**src/rtl/key_expansion_seq.sv**
```systemverilog
// key_expansion_seq: iterative AES key-schedule generator, one 32-bit word per clock.
//
// Ports:
//   clk        - clock, rising edge
//   reset      - synchronous, active-high
//   start      - one-cycle request to expand key_in (ignored unless idle)
//   key_in     - cipher key, left-aligned; bits [255 -: 32*NK] are used
//   busy       - expansion in progress
//   done       - one-cycle pulse when the schedule is complete
//   key_valid  - full_key holds a complete schedule for the last accepted key
//   full_key   - round keys; round r at [128*r+127 : 128*r], w[4r] in its top word
//
// Optional build macro KEYEXP_ROUND_TAP_EN adds:
//   round_sel  - round index to tap
//   round_key  - combinational slice of full_key for round_sel; zero when
//                round_sel > NR or key_valid is low
//
// Parameters: NK (4/6/8 key words), NR and NW derived from NK.

module key_expansion_sbox (
  input  logic [7:0] a,
  output logic [7:0] y
);
  // Entry n lives at bits [8*(255-n) +: 8], i.e. entry 0x00 is the MSB byte.
  localparam logic [2047:0] TABLE = {
    128'h637c777bf26b6fc53001672bfed7ab76, 128'hca82c97dfa5947f0add4a2af9ca472c0,
    128'hb7fd9326363ff7cc34a5e5f171d83115, 128'h04c723c31896059a071280e2eb27b275,
    128'h09832c1a1b6e5aa0523bd6b329e32f84, 128'h53d100ed20fcb15b6acbbe394a4c58cf,
    128'hd0efaafb434d338545f9027f503c9fa8, 128'h51a3408f929d38f5bcb6da2110fff3d2,
    128'hcd0c13ec5f974417c4a77e3d645d1973, 128'h60814fdc222a908846eeb814de5e0bdb,
    128'he0323a0a4906245cc2d3ac629195e479, 128'he7c8376d8dd54ea96c56f4ea657aae08,
    128'hba78252e1ca6b4c6e8dd741f4bbd8b8a, 128'h703eb5664803f60e613557b986c11d9e,
    128'he1f8981169d98e949b1e87e9ce5528df, 128'h8ca1890dbfe6426841992d0fb054bb16
  };

  assign y = TABLE[{~a, 3'b000} +: 8];
endmodule

module key_expansion_seq #(
  parameter int NK = 4,
  parameter int NR = NK + 6,
  parameter int NW = 4 * (NR + 1)
) (
  input  logic                    clk,
  input  logic                    reset,
  input  logic                    start,
  input  logic [255:0]            key_in,
`ifdef KEYEXP_ROUND_TAP_EN
  input  logic [5:0]              round_sel,
  output logic [127:0]            round_key,
`endif
  output logic                    busy,
  output logic                    done,
  output logic                    key_valid,
  output logic [128*(NR+1)-1:0]   full_key
);

  typedef enum logic [1:0] {IDLE, EXPAND, FINISH} state_t;

  state_t      state, stateNext;
  logic [5:0]  wordIdx;
  logic [2:0]  phase;
  logic [7:0]  rcon;
  logic [31:0] window [NK];   // window[0] = w[i-NK], window[NK-1] = w[i-1]
  logic [31:0] prevWord, subIn, subOut, temp, newWord;
  logic        unusedKeyBits;

  // Lower key_in bits are ignored for NK < 8.
  assign unusedKeyBits = ^key_in;

  // Bit offset of schedule word k: rounds ascend from the LSB, words descend within a round.
  function automatic int unsigned wordPos(input int unsigned k);
    return 128 * (k / 4) + 32 * (3 - (k % 4));
  endfunction

  for (genvar b = 0; b < 4; b++) begin : gSbox
    key_expansion_sbox uSbox (.a(subIn[8*b +: 8]), .y(subOut[8*b +: 8]));
  end

  always_comb begin
    prevWord = window[NK-1];
    subIn    = (phase == 3'd0) ? {prevWord[23:0], prevWord[31:24]} : prevWord;
    temp     = prevWord;
    if (phase == 3'd0) begin
      temp = subOut ^ {rcon, 24'h000000};
    end else if (NK == 8 && phase == 3'd4) begin
      temp = subOut;
    end
    newWord = window[0] ^ temp;
  end

  always_comb begin
    stateNext = state;
    case (state)
      IDLE:    if (start) stateNext = EXPAND;
      EXPAND:  if (wordIdx == 6'(NW - 1)) stateNext = FINISH;
      FINISH:  stateNext = IDLE;
      default: stateNext = IDLE;
    endcase
  end

  always_ff @(posedge clk) begin
    if (reset) begin
      state <= IDLE;
    end else begin
      state <= stateNext;
    end
  end

  always_ff @(posedge clk) begin
    if (reset) begin
      busy      <= 1'b0;
      done      <= 1'b0;
      key_valid <= 1'b0;
      full_key  <= '0;
      wordIdx   <= '0;
      phase     <= '0;
      rcon      <= '0;
      for (int unsigned k = 0; k < NK; k++) window[k] <= '0;
    end else begin
      done <= 1'b0;
      case (state)
        IDLE: begin
          if (start) begin
            for (int unsigned k = 0; k < NK; k++) begin
              full_key[wordPos(k) +: 32] <= key_in[255 - 32*k -: 32];
              window[k]                  <= key_in[255 - 32*k -: 32];
            end
            wordIdx   <= 6'(NK);
            phase     <= '0;
            rcon      <= 8'h01;
            key_valid <= 1'b0;
            busy      <= 1'b1;
          end
        end
        EXPAND: begin
          for (int unsigned k = 0; k < NW; k++) begin
            if (wordIdx == 6'(k)) full_key[wordPos(k) +: 32] <= newWord;
          end
          for (int unsigned k = 0; k < NK - 1; k++) window[k] <= window[k+1];
          window[NK-1] <= newWord;
          wordIdx      <= wordIdx + 6'd1;
          if (phase == 3'(NK - 1)) begin
            phase <= '0;
            rcon  <= {rcon[6:0], 1'b0} ^ (rcon[7] ? 8'h1b : 8'h00);
          end else begin
            phase <= phase + 3'd1;
          end
        end
        FINISH: begin
          done      <= 1'b1;
          key_valid <= 1'b1;
          busy      <= 1'b0;
        end
        default: ;
      endcase
    end
  end

`ifdef KEYEXP_ROUND_TAP_EN
  always_comb begin
    round_key = '0;
    if (key_valid) begin
      for (int unsigned r = 0; r <= NR; r++) begin
        if (round_sel == 6'(r)) round_key = full_key[128*r +: 128];
      end
    end
  end
`endif

endmodule
```
**config.mk**
```make
export PLATFORM = sky130hd
export DESIGN_NAME = key_expansion_seq
export DESIGN_NICKNAME = d
export VERILOG_FILES = /design/src/rtl/key_expansion_seq.sv
export SDC_FILE = /design/constraint.sdc
export NUM_CORES = 2
export LEC_CHECK = 0
export CORE_AREA = 3 3 659 661
export CTS_BUF_LIST = sky130_fd_sc_hd__clkbuf_16
export CTS_CLUSTER_DIAMETER = 40
export DETAILED_ROUTE_END_ITERATION = 6
export DIE_AREA = 0 0 662 664
export SLEW_MARGIN = 25
export SYNTH_ARGS = -nofsm -noshare
export SYNTH_HDL_FRONTEND = slang
export SYNTH_SLANG_ARGS = --single-unit
```
**constraint.sdc**
```tcl
create_clock -name clk -period 7.9 [get_ports clk]
set_input_delay 1.975 -clock clk [delete_from_list [all_inputs] [get_ports clk]]
set_output_delay 1.975 -clock clk [all_outputs]
set_load 0.01 [all_outputs]
```
# --- Word-level counts from Yosys, hierarchy flattened ---
# Memory sizes are Yosys's and may differ from the RTL's.
# Index checks and enable logic that the tools add are counted.
op_classes:
  n_eq_ne: 53
  muxes: 42
  n_addsub: 2
  shift: 4
  reduce_logical: 53
  bitwise: 15
ops:
  columns: ["operator", "n"]
  rows:
  - ["$shiftx A2048 B12 Y8 const A", 4]
  - ["$mux W32", 14]
  - ["$pmux W128 S2", 1]
  - ["$mux W128", 1]
  - ["$eq A6 B5 Y1 const B", 16]
  - ["$reduce_and A2 Y1", 43]
  - ["$eq A6 B6 Y1 const B", 12]
  - ["$xor A32 B32 Y32", 2]
  - ["$eq A6 B4 Y1 const B", 8]
  - ["$not A8 Y8", 4]
  - ["$eq A6 B3 Y1 const B", 4]
  - ["$mux W8", 2]
  - ["$pmux W8 S2", 1]
  - ["$reduce_and A3 Y1", 5]
  - ["$ne A2 B2 Y1 const B", 7]
  - ["$eq A6 B2 Y1 const B", 2]
  - ["$mux W1", 12]
  - ["$pmux W6 S2", 1]
  - ["$or A1 B1 Y1", 8]
  - ["$xor A8 B5 Y8", 1]
  - ["$add A6 B1 Y6 const B", 1]
  - ["$eq A6 B1 Y1 const B", 1]
  - ["$logic_not A6 Y1", 1]
  - ["$mux W3", 2]
  - ["13 further kinds", 16]
totals:
  regBits: 1430
  word_cells: 221
  out_inout_bits: 1411
  inputBits: 259
  mem_bits_rw: 128
  mem_count: 1
mem_list:
  columns: ["memory", "depth", "word_bits", "read_ports", "rd_clocked_by_memory_dff", "write_ports", "line", "text"]
  rows:
  - ["window", 4, 32, 4, 0, 4, "64", "logic [31:0] window [NK];"]

# --- Logic depth before layout (Yosys ltp) ---
logic_depth:
  ltp_word: 9
  depth_mapped: 22
  depth_no_buf: 16

# --- Modules after synthesis ---
# From an unflattened synthesis, not the netlist that was laid out.
unflattened:
  hier_cells: 9074
  area_unflattened_um2: 73888.4
by_module_without_submodules:
  columns: ["mod", "instances", "area_each_um2", "seq_area_each_um2", "cells_per_inst"]
  rows:
  - ["key_expansion_seq", 1, 59754.8, 32471.1, 6874]
  - ["key_expansion_sbox", 4, 3533.4, 0.0, 550]

# --- Worst setup path before layout ---
# Ideal clock, no wire load.
synth_timing:
  kind: "register -> register"
  start: "reg phase[0]"
  end: "mem window[3][3], data pin"
  path_stages_with_launch: 19
  path_slack_ns: 3.476
  arrival_time_ns: 4.157
  path_buffers: 3
  path_cell_list: "dfxtp_1 inv_1 ha_1 nand2b_1 buf_6 mux2_2 clkbuf_1 ha_1 clkbuf_1 clkinv_1 a211oi_1 a211oi_1 a311oi_1 a311oi_1 a21oi_1 o21ai_0 a31oi_2 xor2_1 o21ai_0"
synth_rtl:
  columns: ["item", "line", "text"]
  rows:
  - ["start, declared", "62", "logic [2:0] phase;"]
  - ["start signal, assigned", "147", "phase <= phase + 3'd1;"]
  - ["end, declared", "64", null]

# --- Worst setup path in the final report ---
layout_timing:
  start: "reg phase[0]"
  end: "reg full_key[1235]"
layout_between:
  elab_chain_len: 7
layout_rtl:
  columns: ["item", "line", "text"]
  rows:
  - ["$logic_not A3 Y1 *", "82, 84", null]
  - ["$mux W32", "82", "subIn = (phase == 3'd0) ? {prevWord[23:0], prevWord[31:24]} : prevWord;"]
  - ["$not A8 Y8", "36", "assign y = TABLE[{~a, 3'b000} +: 8];"]
  - ["$shiftx A2048 B12 Y8", "36", null]
  - ["$xor A32 B32 Y32", "85", "temp = subOut ^ {rcon, 24'h000000};"]
  - ["$mux W32 *", "84", "if (phase == 3'd0) begin"]
  - ["$xor A32 B32 Y32 *", "89", "newWord = window[0] ^ temp;"]
  - ["end signal, assigned by index", "126", "full_key[wordPos(k) +: 32] <= key_in[255 - 32*k -: 32];"]
  - ["end signal, assigned by index", "138", "if (wordIdx == 6'(k)) full_key[wordPos(k) +: 32] <= newWord;"]
  - ["end, declared", "55", "output logic [128*(NR+1)-1:0] full_key"]
# Mark *: on every way between the ends. The rest lies on a longest branch, timed or not.
# A chain may end at the register's enable or synchronous reset.

==> impl_metrics.csv <==
group,metric,value,unit
worst_setup_path,rrSetupSlack,1.77,ns
timing,final_max_slew_viol_count,0,
power,leakage,35.77,nW
die,row_count,241,
finish,regArea,32470,µm²
die,die_y,664,µm
global_route,overflow,0,
worst_setup_path,worst-path-stages,16,
route,vias,79490,
clock_network,clkLatencyLatePin,0.90,ns
timing,max_freq,163.1,MHz
worst_setup_path,cp_slowest_cell,"a211oi_1",
logic_synthesis,synth_edf_count,128,
timing,tightest_slew,1.231,ns
worst_setup_path,cpPeakStageDelay,0.85,ns
logic_synthesis,synth_cell_type_count,101,
global_route,grt_util_all_layers,0.2108,
die,die_w,662,µm
power,comb_power_share,0.423,
worst_setup_path,critPathCapture,"full_key[1235]",
worst_setup_path,worstSetupStartpoint,"phase[0]",
logic_synthesis,ys_top_cells_by_count,"dfxtp_1 (1,430), a21oi_1 (1,141), o21ai_0 (1,113)",
timing,rsz0062_at_grt,"no",
run,drv_cap,0,
timing,final_hold_viol_count,0,
route,ant_nets,0,
worst_setup_path,critPathLaunchType,"flip-flop",
worst_setup_path,worst-setup-path-type,"reg2reg",
finish,nets,10280,
route,vias_per_cell,4.992,
clock_network,cts.path.max_buffers,4,
route,first_pass_iters,6,
worst_setup_path,r2r-end,"full_key[1235]",
worst_setup_path,crit_fanout,24,
worst_setup_path,critPathCaptureType,"flip-flop",
worst_setup_path,reg2reg_from,"phase[0]",
die,start_util,0.1664,
logic_synthesis,synth_area_per_cell,8.244,µm²
global_route,grt_pass1_vias,73600,
route,wire_per_inst,30.69,µm
timing,fin_crit_sh,0.7762,
logic_synthesis,syn_area,71500,µm²
worst_setup_path,path_cells,"inv_1, ha_1, nor2b_4, mux2_2, buf_4, ha_1, a211oi_1, nand2_1, a21oi_1, nor4_1, o311ai_1, o211ai_1, xor2_4, buf_12, nand2_1, a21oi_1",
logic_synthesis,synth_warnings,0,
power,p_total,35.48,mW
timing,fin_tns_setup,0,ns
global_route,grt_pass1_wl,649100,µm
placed_design,port_buffers,1541,
worst_setup_path,worstPathRequired,8.65,ns
die,num_io_pins,1670,
logic_synthesis,synth_most_common_cell,"dfxtp_1",
global_route,antenna_found_initial,77,
clock_network,cts_resized,0,
finish,area_delta_synth_final,46.45,%
timing,fin_hold_ws,0.4505,ns
logic_synthesis,synthArstFlopShare,0,
route,drc_errors,0,
die,dieArea,439600,µm²
power,p_int,19.73,mW
placed_design,place_congestion,1.014,
timing,min_period,6.132,ns
clock_network,cts-buffers-inserted,264,
worst_setup_path,arrival,6.88,ns
power,p_seq_frac,0.237,
die,core_area,429700,µm²
min_path,hold_path.class,"reg2reg",
logic_synthesis,yosys.area.top_type,"dfxtp_1",
clock_network,clockRootBuffer,"clkbuf_16",
power,p_per_area,338.8,nW/µm²
logic_synthesis,ys_dominant_reg_cell,"dfxtp_1",
clock_network,cts_tree,"yes",
min_path,hold_depth,2,
logic_synthesis,ys_ff_latch,1558,
worst_setup_path,rr_worst_depth,16,
clock_network,cts_hold_buffers,0,
global_route,grt_max_degree,234,
route,wl,488700,µm
logic_synthesis,synth_area_leaders,"dfxtp_1 (40%), a21oi_1 (8.0%), o21ai_0 (7.8%)",
worst_setup_path,cp_num_buf_inv,3,
power,ir_drop,0.0002766,V
finish,nFillCells,46420,
finish,drive_gt1_frac,0.1173,
power,clockPowerShare,0.339,
timing,relSlewSlack,0.1795,
clock_network,post_cts_buffers,0,
clock_network,cts_sinks,1558,
worst_setup_path,path_delay_family,"compound AO/OA/AOI/OAI gates",
logic_synthesis,syn-num-nets,8987,
logic_synthesis,syn_inst,8672,
outcome,outcome,"finished clean",
power,net-switching-power,15.75,mW
timing,setup_viol,0,
clock_network,cts.clk_slew.worst_paths,0.05,ns
timing,skew,0.06129,ns
logic_synthesis,yosysSeqAreaShare,0.4542,
logic_synthesis,synth_top_area_share,0.4004,
finish,multiInputGateArea,35380,µm²
power,p_sw_frac,0.4439,
clock_network,htreeDepth,5,
placed_design,hpwl,349200,µm
route,first_iter_violations,10160,
worst min-delay path by stage:
stage                           to      startpoint  slack, ns
CTS                 full_key[1090]  full_key[1090]       0.45
detailed placement  full_key[1090]  full_key[1090]       0.44
global placement         key_valid       key_valid       0.44
global route         full_key[755]   full_key[755]       0.47
floorplan                  rcon[4]         rcon[4]       0.45
finish              full_key[1223]  full_key[1223]       0.45
sequential cells by signal, indices dropped and copies added (netlist names):
signal     count
full_key    1408
window       128
rcon           8
wordIdx        6
phase          3
state          2
busy           1
done           1
key_valid      1
metrics by stage:
stage | instance area [µm²] | worst slack, ns | cells | utilization
6_report | 104700 | 1.768 | 15920 | 0.2437
5_1_grt | 104600 | 1.665 | 15900 | 0.2435
4_1_cts | 104600 | 1.930 | 15890 | 0.2435
3_5_place_dp | 95450 | 1.955 | 15410 | 0.2221
3_3_place_gp | 95390 | 1.703 | 15400 | 0.2220
2_1_floorplan | 71500 | 3.476 | 8672 | -
cells in the final DEF (no fill, tap or decap), drive strengths merged, types with 100 or more instances in the layout:
| master | Yosys | layout |
|---|---|---|
| a211oi | 142 | 142 |
| nand4 | 100 | 100 |
| a21oi | 1189 | 1189 |
| o311ai | 126 | 126 |
| a31oi | 120 | 120 |
| nor2 | 540 | 540 |
| nand2 | 937 | 937 |
| nand3 | 333 | 333 |
| dfxtp | 1430 | 1430 |
| o22ai | 185 | 185 |
| nor3 | 116 | 116 |
| o211ai | 116 | 116 |
| inv | 48 | 115 |
| edfxtp | 128 | 128 |
| clkdlybuf4s50 | 0 | 1539 |
| buf | 313 | 497 |
| o21ai | 1125 | 1125 |
| clkbuf | 700 | 271 |
logic make-up after synthesis:
group | Yosys count | synth area share
flops | 1558 | 0.4542
compound gates | 3568 | 0.3036
buf+inv | 1068 | 0.06494
mux | 135 | 0.02133
simple gates | 2241 | 0.1391
fa+ha+maj | 56 | 0.009800
xor+xnor | 46 | 0.007000
layer usage:
layer,wire [µm],vias up,global-route usage,share of wire
met5,216,-,0,0.00044
met1,185700,38970,0.2523,0.38
met4,32250,36,0.1239,0.066
met3,50550,1050,0.06384,0.10
met2,220000,4910,0.3318,0.45
li1,-,34520,-,-
power by group through the flow:
stage | registers [mW] | logic (mW) | clock network [mW]
after detailed placement | 8.57 | 14.8 | 0
final | 8.42 | 15.0 | 12.0
after floorplan | 8.53 | 5.85 | 0
after global routing | 8.43 | 15.3 | 12.6
after CTS | 8.41 | 14.8 | 12.2
after global placement | 8.56 | 14.9 | 0
tightest hold or removal path: stages (launching register included):
cell and delay (ns):
dfxtp_1 0.30, nand2_1 0.05, a21oi_1 0.05
final cells by class:
type                            count  share of cell area
Multi-Input combinational cell   6046              0.3379
Sequential cell                  1558              0.3101
Timing Repair Buffer             2036              0.1932
Tap cell                         5710             0.06823
Clock buffer                      271             0.06477
Clock inverter                    212             0.02280
Inverter                           55            0.002055
Antenna cell                       36           0.0008604
(Power assumes the default switching activity.)
